`config.mk`:
```
export PLATFORM = sky130hd
export DESIGN_NAME = jericalla_seg
export DESIGN_NICKNAME = d
export VERILOG_FILES = /design/src/rtl/jericalla_seg.sv
export SDC_FILE = /design/constraint.sdc
export NUM_CORES = 2
export LEC_CHECK = 0
export ABC_AREA = 0
export BUFFER_PORTS_ARGS = -buffer_cell sky130_fd_sc_hd__buf_2
export CORE_UTILIZATION = 55
export DETAILED_ROUTE_END_ITERATION = 8
export GPL_TIMING_DRIVEN = 0
export PLACE_DENSITY = 0.76
export REMOVE_ABC_BUFFERS = 1
export SYNTH_ARGS = -nofsm -noshare
export SYNTH_HDL_FRONTEND = slang
export SYNTH_SLANG_ARGS = --single-unit
```
`constraint.sdc`:
```
create_clock -name clk -period 5.6 [get_ports clk]
set_input_delay 1.12 -clock clk [delete_from_list [all_inputs] [get_ports clk]]
set_output_delay 1.12 -clock clk [all_outputs]
set_load 0.01 [all_outputs]
```
`src/rtl/jericalla_seg.sv`:
```
// Two-stage operand-bank -> ALU pipeline with valid/ready handshakes on both ends.
// The result is written to a small RAM as it enters the output stage.
module jericalla_seg #(
  parameter int DATA_W = 32,
  parameter int ADDR_W = 4,
  parameter int OP_W   = 4,
  parameter int CNT_W  = 16
) (
  input  logic                      clk,
  input  logic                      rst_n,
  input  logic [3*ADDR_W+OP_W:0]    instruccion,
  input  logic                      in_valido,
  output logic                      in_listo,
  input  logic                      carga_en,
  input  logic [ADDR_W-1:0]         carga_dir,
  input  logic [DATA_W-1:0]         carga_dato,
  input  logic [ADDR_W-1:0]         rd_dir,
  output logic [DATA_W-1:0]         rd_dato,
  output logic [DATA_W-1:0]         salida,
  output logic                      Zflag,
  output logic                      Cflag,
  output logic                      out_valido,
  input  logic                      out_listo,
  output logic [CNT_W-1:0]          contador_ops
);
  localparam int IW    = 3*ADDR_W+OP_W+1;
  localparam int DEPTH = 2**ADDR_W;

  localparam logic [OP_W-1:0] OP_AND = OP_W'(0);
  localparam logic [OP_W-1:0] OP_OR  = OP_W'(1);
  localparam logic [OP_W-1:0] OP_ADD = OP_W'(2);
  localparam logic [OP_W-1:0] OP_SUB = OP_W'(3);
  localparam logic [OP_W-1:0] OP_SLT = OP_W'(4);
  localparam logic [OP_W-1:0] OP_NOR = OP_W'(5);
  localparam logic [OP_W-1:0] OP_XOR = OP_W'(6);
  localparam logic [OP_W-1:0] OP_SLL = OP_W'(7);
  localparam logic [OP_W-1:0] OP_SRL = OP_W'(8);

  logic [ADDR_W-1:0] in_dir, in_a, in_b;
  logic [OP_W-1:0]   in_op;
  logic              in_en;

  assign in_dir = instruccion[IW-1 -: ADDR_W];
  assign in_op  = instruccion[IW-1-ADDR_W -: OP_W];
  assign in_a   = instruccion[IW-1-ADDR_W-OP_W -: ADDR_W];
  assign in_b   = instruccion[ADDR_W:1];
  assign in_en  = instruccion[0];

  logic [DATA_W-1:0] bank_q [DEPTH];
  logic [DATA_W-1:0] ram_q  [DEPTH];

  logic              v1_q, v1_d;
  logic [DATA_W-1:0] a_q, b_q;
  logic [OP_W-1:0]   op_q;
  logic [ADDR_W-1:0] dir_q;
  logic              en_q;

  logic              ov_q, ov_d;
  logic [DATA_W-1:0] res_q;
  logic              z_q, c_q;
  logic [CNT_W-1:0]  cnt_q, cnt_d;

  logic adv1, adv2, accept;

  assign adv2   = ~ov_q | out_listo;
  assign adv1   = ~v1_q | adv2;
  assign accept = in_valido & adv1;

  assign in_listo     = adv1;
  assign out_valido   = ov_q;
  assign salida       = res_q;
  assign Zflag        = z_q;
  assign Cflag        = c_q;
  assign contador_ops = cnt_q;
  assign rd_dato      = ram_q[rd_dir];

  // ALU on the S1 registers
  logic [DATA_W-1:0] res;
  logic              cy;
  logic [4:0]        shamt;

  always_comb begin
    res   = '0;
    cy    = 1'b0;
    shamt = b_q[4:0];
    case (op_q)
      OP_AND: res = a_q & b_q;
      OP_OR:  res = a_q | b_q;
      OP_ADD: {cy, res} = {1'b0, a_q} + {1'b0, b_q};
      OP_SUB: begin
        res = a_q - b_q;
        cy  = (a_q < b_q);
      end
      OP_SLT: res = {{(DATA_W-1){1'b0}}, (a_q < b_q)};
      OP_NOR: res = ~(a_q | b_q);
      OP_XOR: res = a_q ^ b_q;
      OP_SLL: res = a_q << shamt;
      OP_SRL: res = a_q >> shamt;
      default: res = '0;
    endcase
  end

  always_comb begin
    v1_d  = adv1 ? accept : v1_q;
    ov_d  = adv2 ? v1_q : ov_q;
    cnt_d = (ov_q & out_listo) ? cnt_q + CNT_W'(1) : cnt_q;
  end

  always_ff @(posedge clk) begin
    if (!rst_n) begin
      v1_q  <= 1'b0;
      ov_q  <= 1'b0;
      res_q <= '0;
      z_q   <= 1'b0;
      c_q   <= 1'b0;
      cnt_q <= '0;
      a_q   <= '0;
      b_q   <= '0;
      op_q  <= '0;
      dir_q <= '0;
      en_q  <= 1'b0;
    end else begin
      v1_q  <= v1_d;
      ov_q  <= ov_d;
      cnt_q <= cnt_d;
      if (adv1 && accept) begin
        a_q   <= bank_q[in_a];
        b_q   <= bank_q[in_b];
        op_q  <= in_op;
        dir_q <= in_dir;
        en_q  <= in_en;
      end
      if (adv2 && v1_q) begin
        res_q <= res;
        z_q   <= (res == '0);
        c_q   <= cy;
      end
    end
  end

  // Bank read in S1 sees the pre-load value when a load hits the same address
  always_ff @(posedge clk) begin
    if (!rst_n) begin
      for (int i = 0; i < DEPTH; i++) bank_q[i] <= '0;
    end else if (carga_en) begin
      bank_q[carga_dir] <= carga_dato;
    end
  end

  always_ff @(posedge clk) begin
    if (!rst_n) begin
      for (int i = 0; i < DEPTH; i++) ram_q[i] <= '0;
    end else if (v1_q && adv2 && en_q) begin
      ram_q[dir_q] <= res;
    end
  end

endmodule

```
# [Word-level counts from Yosys, hierarchy flattened]
# Memories as Yosys holds them, arrays and structs flattened. A register that Yosys moved wholly into a read port is not among the register bits.
# Cells that the tools add are included.
[totals] mem_bits_rw=1024 mem_count=2 word_cells=59 in_bits=62 out_inout_bits=84 register_bits=61
[mem_list] name="bank_q" words=16 width=32 read_ports=2 rd_clocked_by_memory_dff=2 wr=16 line="49" text="logic [DATA_W-1:0] bank_q [DEPTH];"
[mem_list] name="ram_q" words=16 width=32 read_ports=1 rd_clocked_by_memory_dff=0 wr=16 line="50" text="logic [DATA_W-1:0] ram_q [DEPTH];"
[classes] n_lt_le_gt_ge=1 bitwise=10 addsub=3 n_eq_ne=8 n_reduce_logical=9 mux=15 shifts=2
[op_table] cell="32-bit one-hot mux with 9 select lines" n=1
[op_table] cell="32-bit 2-to-1 mux" n=2
[op_table] cell="32-bit OR reduction" n=2
[op_table] cell="32-bit by 32-bit adder with 33-bit output" n=1
[op_table] cell="32-bit bitwise AND" n=1
[op_table] cell="32-bit zero test" n=1
[op_table] cell="32-bit < comparator" n=1
[op_table] cell="32-bit NOT" n=1
[op_table] cell="32-bit bitwise OR" n=1
[op_table] cell="32-bit by 5-bit << shifter with 32-bit output" n=1
[op_table] cell="32-bit by 5-bit >> shifter with 32-bit output" n=1
[op_table] cell="32-bit subtractor" n=1
[op_table] cell="32-bit XOR" n=1
[op_table] cell="16-bit by 1-bit adder with 16-bit output, second input constant" n=1
[op_table] cell="4-bit by 3-bit equality test with 1-bit output, second input constant" n=4
[op_table] cell="1-bit 2-to-1 mux" n=9
[op_table] cell="4-bit by 2-bit equality test with 1-bit output, second input constant" n=2
[op_table] cell="4-bit 2-to-1 mux" n=2
[op_table] cell="4-bit by 1-bit equality test with 1-bit output, second input constant" n=1
[op_table] cell="4-bit equality test, second input constant" n=1
[op_table] cell="4-bit zero test" n=1
[op_table] cell="1-bit logical AND" n=3
[op_table] cell="1-bit bitwise AND" n=2
[op_table] cell="1-bit zero test" n=2
[op_table] cell="other kinds (3)" n=5

# [Longest topological paths before layout]
[depth] word_depth=9 mapped_depth=18 depth_no_buf=14

# [Least setup slack after synthesis]
# OpenSTA, ideal clock, no wires.
[synth_timing] path_type="register to register" from="register b_q[2] (read register of bank_q)" to="register z_q, in the netlist Zflag" required_time_ns=5.531 n_path_buf=4 slack_ns=0.953 period_less_slack_ns=4.647 path_stages_with_launch=18 setup_time_ns=0.069 arrival_ns=4.578 cell_sequence="dfxtp_1 > buf_2 > inv_1 > clkbuf_1 > clkbuf_1 > ha_1 > buf_2 > o21bai_1 > a211o_1 > a21oi_1 > o311ai_0 > a21oi_1 > o32a_1 > a2111oi_4 > nand4_1 > or4_1 > or4_1 > o21ai_1"
[synth_via] elab_chain_cells=4 elab_cells_between_ends=11 classes_between="add/sub: 2; order compare: 1; shift: 2; mux: 1; bitwise: 4; reduce/logical: 1"
[synth_rtl] element="start: declaration" line="53" text="logic [DATA_W-1:0] a_q, b_q;"
[synth_rtl] element="branches (longest 2 deep; another with 32-bit subtractor)"
[synth_rtl] element="32-bit one-hot mux with 9 select lines (*)" line="86" text="case (op_q)"
[synth_rtl] element="32-bit zero test (*)" line="135" text="z_q <= (res == '0);"
[synth_rtl] element="end signal: assignment" line="135"
[synth_rtl] element="end: declaration" line="60" text="logic z_q, c_q;"
# Every way passes the cells marked *.
# A chain may end at the register's enable or synchronous reset.

# [Final worst setup path]
[layout_timing] from="register op_q[1]" to="register z_q, in the netlist Zflag"
[layout_via] elab_chain_cells=3 elab_cells_between_ends=11 classes_between="eq/ne: 8; mux: 1; reduce/logical: 2"
[layout_rtl] element="start: declaration" line="54" text="logic [OP_W-1:0] op_q;"
[layout_rtl] element="start signal: assignment" line="129" text="op_q <= in_op;"
[layout_rtl] element="4-bit equality test, or another cell as far along" line="86"
[layout_rtl] element="32-bit one-hot mux with 9 select lines (*)" line="86"
[layout_rtl] element="32-bit zero test (*)" line="135"
# Mark *: on every way between the ends. The rest lies on a longest branch, timed or not.

==> results.txt <==
RD Place Congestion = 1.04
RSZ-0062 raised after global routing = false
Placed cell count = 6,116
Max Clock Skew = 0.0598 ns
Min cycle time layout = 5.62 ns
Startpoint class of the critical path = flop
VDD IR max = 0.300 mV
Area leader, netlist = edfxtp_1
Post-Syn Instances = 4,811
CTS tree = built
Most common cell after layout, fill and taps aside = edfxtp_1
Simple-Gate Fraction of Synth Area = 13.6%
H-tree Lvls = 3
Routed length per instance = 31.4 µm
Synthesized area = 63,000 µm²
Critical path's top delay family = simple AND/OR/NAND/NOR gates
Ports = 146
Post-Synth Adder-Cell Area = 2.13%
Non-filler cells, final = 6,355
Die area = 116,000 µm²
Area of the multi-input gates = 28,200 µm²
Req. time, crit path = 6.27 ns
Post-synth top area share = 48.8%
CTS Buffer Depth = 3
Leakage power = 24.7 nW
Run status = finished with violations
Filler cell count = 8,065
Critical-path cell list = nor4b_1 -> and2_1 -> nand2_1 -> nor2_1 -> nor4b_2 -> o211ai_1 -> a21o_1 -> a32oi_1 -> nand3_1 -> or4_1 -> o21ai_1
Share of cells above drive strength 1 = 23.3%
FFs w/ async S/R, synth = 0%
CTS sink cnt = 1,149
Total number of vias = 44,200
Core area = 113,000 µm²
Syn_area_per_cell = 13.1 µm²
Worst-path maximum fanout = 27
Crit path capture type = flop
Max Fclk = 178 MHz
Predominant post-synthesis flop cell = edfxtp_1
First-pass GRT wire length = 290 mm
Warnings, synthesis = 0
Reg-to-reg startpoint = op_q[1]
Main combinational cell family by area after synthesis = multiplexers
Die height = 341 µm
Ranking of synthesized cells by area = edfxtp_1 49%, mux4_2 19%, and2_1 5.3%
Post-synth EDFFs = 1,024
Fin crit share = 100%
Sequential share of the synthesized area = 52.7%
Power per cell area = 306 nW/µm²
Total GRT Usage = 34.2%
Dpl cell area = 66,500 µm²
Post-detail-place hpwl = 127 mm
Initial DRC count = 6,381
Port bufs = 145
Drt pass-1 iters = 7
CP max-delay cell = dfxtp_1
Worst path bufs/invs = 0
DR DRC count = 0
Largest net degree at the start of global routing = 113
Cell Rows = 123
Post-Synth XOR/XNOR Area = 0.736%
Sum of negative setup slack = -0.0179 ns
Total grt overflow = 0
Most frequent cells in the layout = 1,024 x edfxtp_1, 631 x nor2_1, 536 x and2_1
Nets = 4,917
Design area = 70,600 µm²
Via density = 6.95
DP Worst Slack = -0.936 ns
Endpoints failing hold = 0
Max Cap Viol = 0
Register area = 33,300 µm²
Initial antenna violation count = 18
Worst slew pin tran = 1.47 ns
Failing checks = negative setup slack
Setup Crit Path Kind = reg -> reg
Root Buffer = clkbuf_16
Post-synthesis mux area share = 20.3%
Routed Antenna Nets = 0
Hold WC Path Type = reg -> reg
Critical path's largest stage delay = 1.13 ns
Synth Register Bits = 1,149
Die width = 341 µm
Share of the synthesized area in compound gates (AO/OA/AOI/OAI) = 7.05%
Vias in the first global route = 44,100
# setup viols final = 1
Routed Wire Length = 199 mm
Critical Path AT = 6.29 ns
Layout overhead on the synthesized area = 12.0%
Clk slew on worst S/H paths = 0.06 ns
Final WS setup = -0.0179 ns
Starting density of the core = 55.7%
HP Start = en_q
Unique masters post-synth = 97
Clock insertion delay at the later pin of the skew report = 0.75 ns
Final Max Slew Viols = 0
Final core occ = 62.4%
Relative slew slack = 1.77%
Total CTS buffers = 113
Worst setup path startpoint = op_q[1]
## tightest hold or removal path: stages (launching register included)
cell	delay, ns
dfxtp_1	0.30
nand2_1	0.05
a21boi_0	0.06
## timing repair
action,CTS,global route
setup endpoints to repair,86,47
setup buffers,10,6
pin swaps,7,0
resized for setup,12,10
hold buffers,0,0
gates cloned,2,0
## synth_stat cells, drive strengths merged (14+ instances only)
| cell type | n |
|---|---|
| buf | 94 |
| a211oi | 31 |
| nand2b | 19 |
| mux2 | 17 |
| nor2 | 643 |
| nor2b | 25 |
| mux2i | 43 |
| ha | 104 |
| o22ai | 15 |
| nor3 | 48 |
| xnor2 | 41 |
| clkbuf | 356 |
| mux4 | 539 |
| nand4 | 17 |
| nand2 | 323 |
| a31oi | 19 |
| edfxtp | 1024 |
| a21boi | 79 |
| o21ai | 81 |
| and3 | 17 |
| inv | 97 |
| o211ai | 17 |
| a21o | 17 |
| and2 | 538 |
| dfxtp | 125 |
| nor4 | 19 |
| or2 | 14 |
| nand3 | 46 |
| a22oi | 30 |
| a21oi | 95 |
| o211a | 36 |
| o221ai | 17 |
## area by class of cell
type / count / share of cell area [%]
sequential: 1149 / 47.1
multi-input combinational: 3113 / 39.9
timing repair buffer: 271 / 4.36
clock buffer: 142 / 4.23
tap: 1500 / 2.66
clock inverter: 69 / 1.15
inverter: 99 / 0.537
antenna: 10 / 0.0354
timing repair inverter: 2 / 0.0142
## sequential cells by signal (all words and copies together), names as in the netlist
signal	cells
Zflag	1
Cflag	1
contador_ops	16
bank_q	512
salida	32
dir_q	4
op_q	4
ram_q	512
out_valido	1
a_q	32
en_q	1
v1_q	1
b_q	32
## power breakdown
part	total (mW)	leakage, nW	switching [mW]	internal (mW)
logic	3.67	11.7	2.22	1.45
clock network	7.85	1.84	3.40	4.45
registers	10.1	11.2	0.340	9.73
## path summary, 6_finish.rpt
| path | cells past startpoint | endpoint | slack (ns) |
|---|---|---|---|
| max reg2reg | 11 | Zflag | -0.02 |
| min | 2 | en_q | 0.46 |
| max | 11 | Zflag | -0.02 |
| min reg2reg | 2 | en_q | 0.46 |
## stage by stage
| step | hold slack (ns) | total power [mW] |
|---|---|---|
| floorplan | 0.439 | 12.2 |
| global placement | 0.458 | 13.6 |
| detailed placement | 0.463 | 13.7 |
| CTS | 0.472 | 21.5 |
| global route | 0.497 | 22.1 |
| finish | 0.464 | 21.6 |
## metal layers
layer	up-vias	part of all wire, %	track usage (%)
li1	18000	-	-
met1	22000	34	42.7
met2	3372	48	55.7
met3	781	12	7.96
met4	14	6.2	18.6
met5	-	0.047	0
## logic make-up (layout without fill, tap and decap cells)
kind of cell | count (synthesis) | after routing
AOI/OAI and AO/OA | 601 | 601
adders and majority gates | 106 | 106
xor gates and xnor gates | 53 | 53
muxes | 599 | 599
DFF | 1149 | 1149
other | 0 | 10
buffers and inverters | 549 | 583
and+or+nand+nor | 1754 | 1754
(Power assumes the default switching activity.)
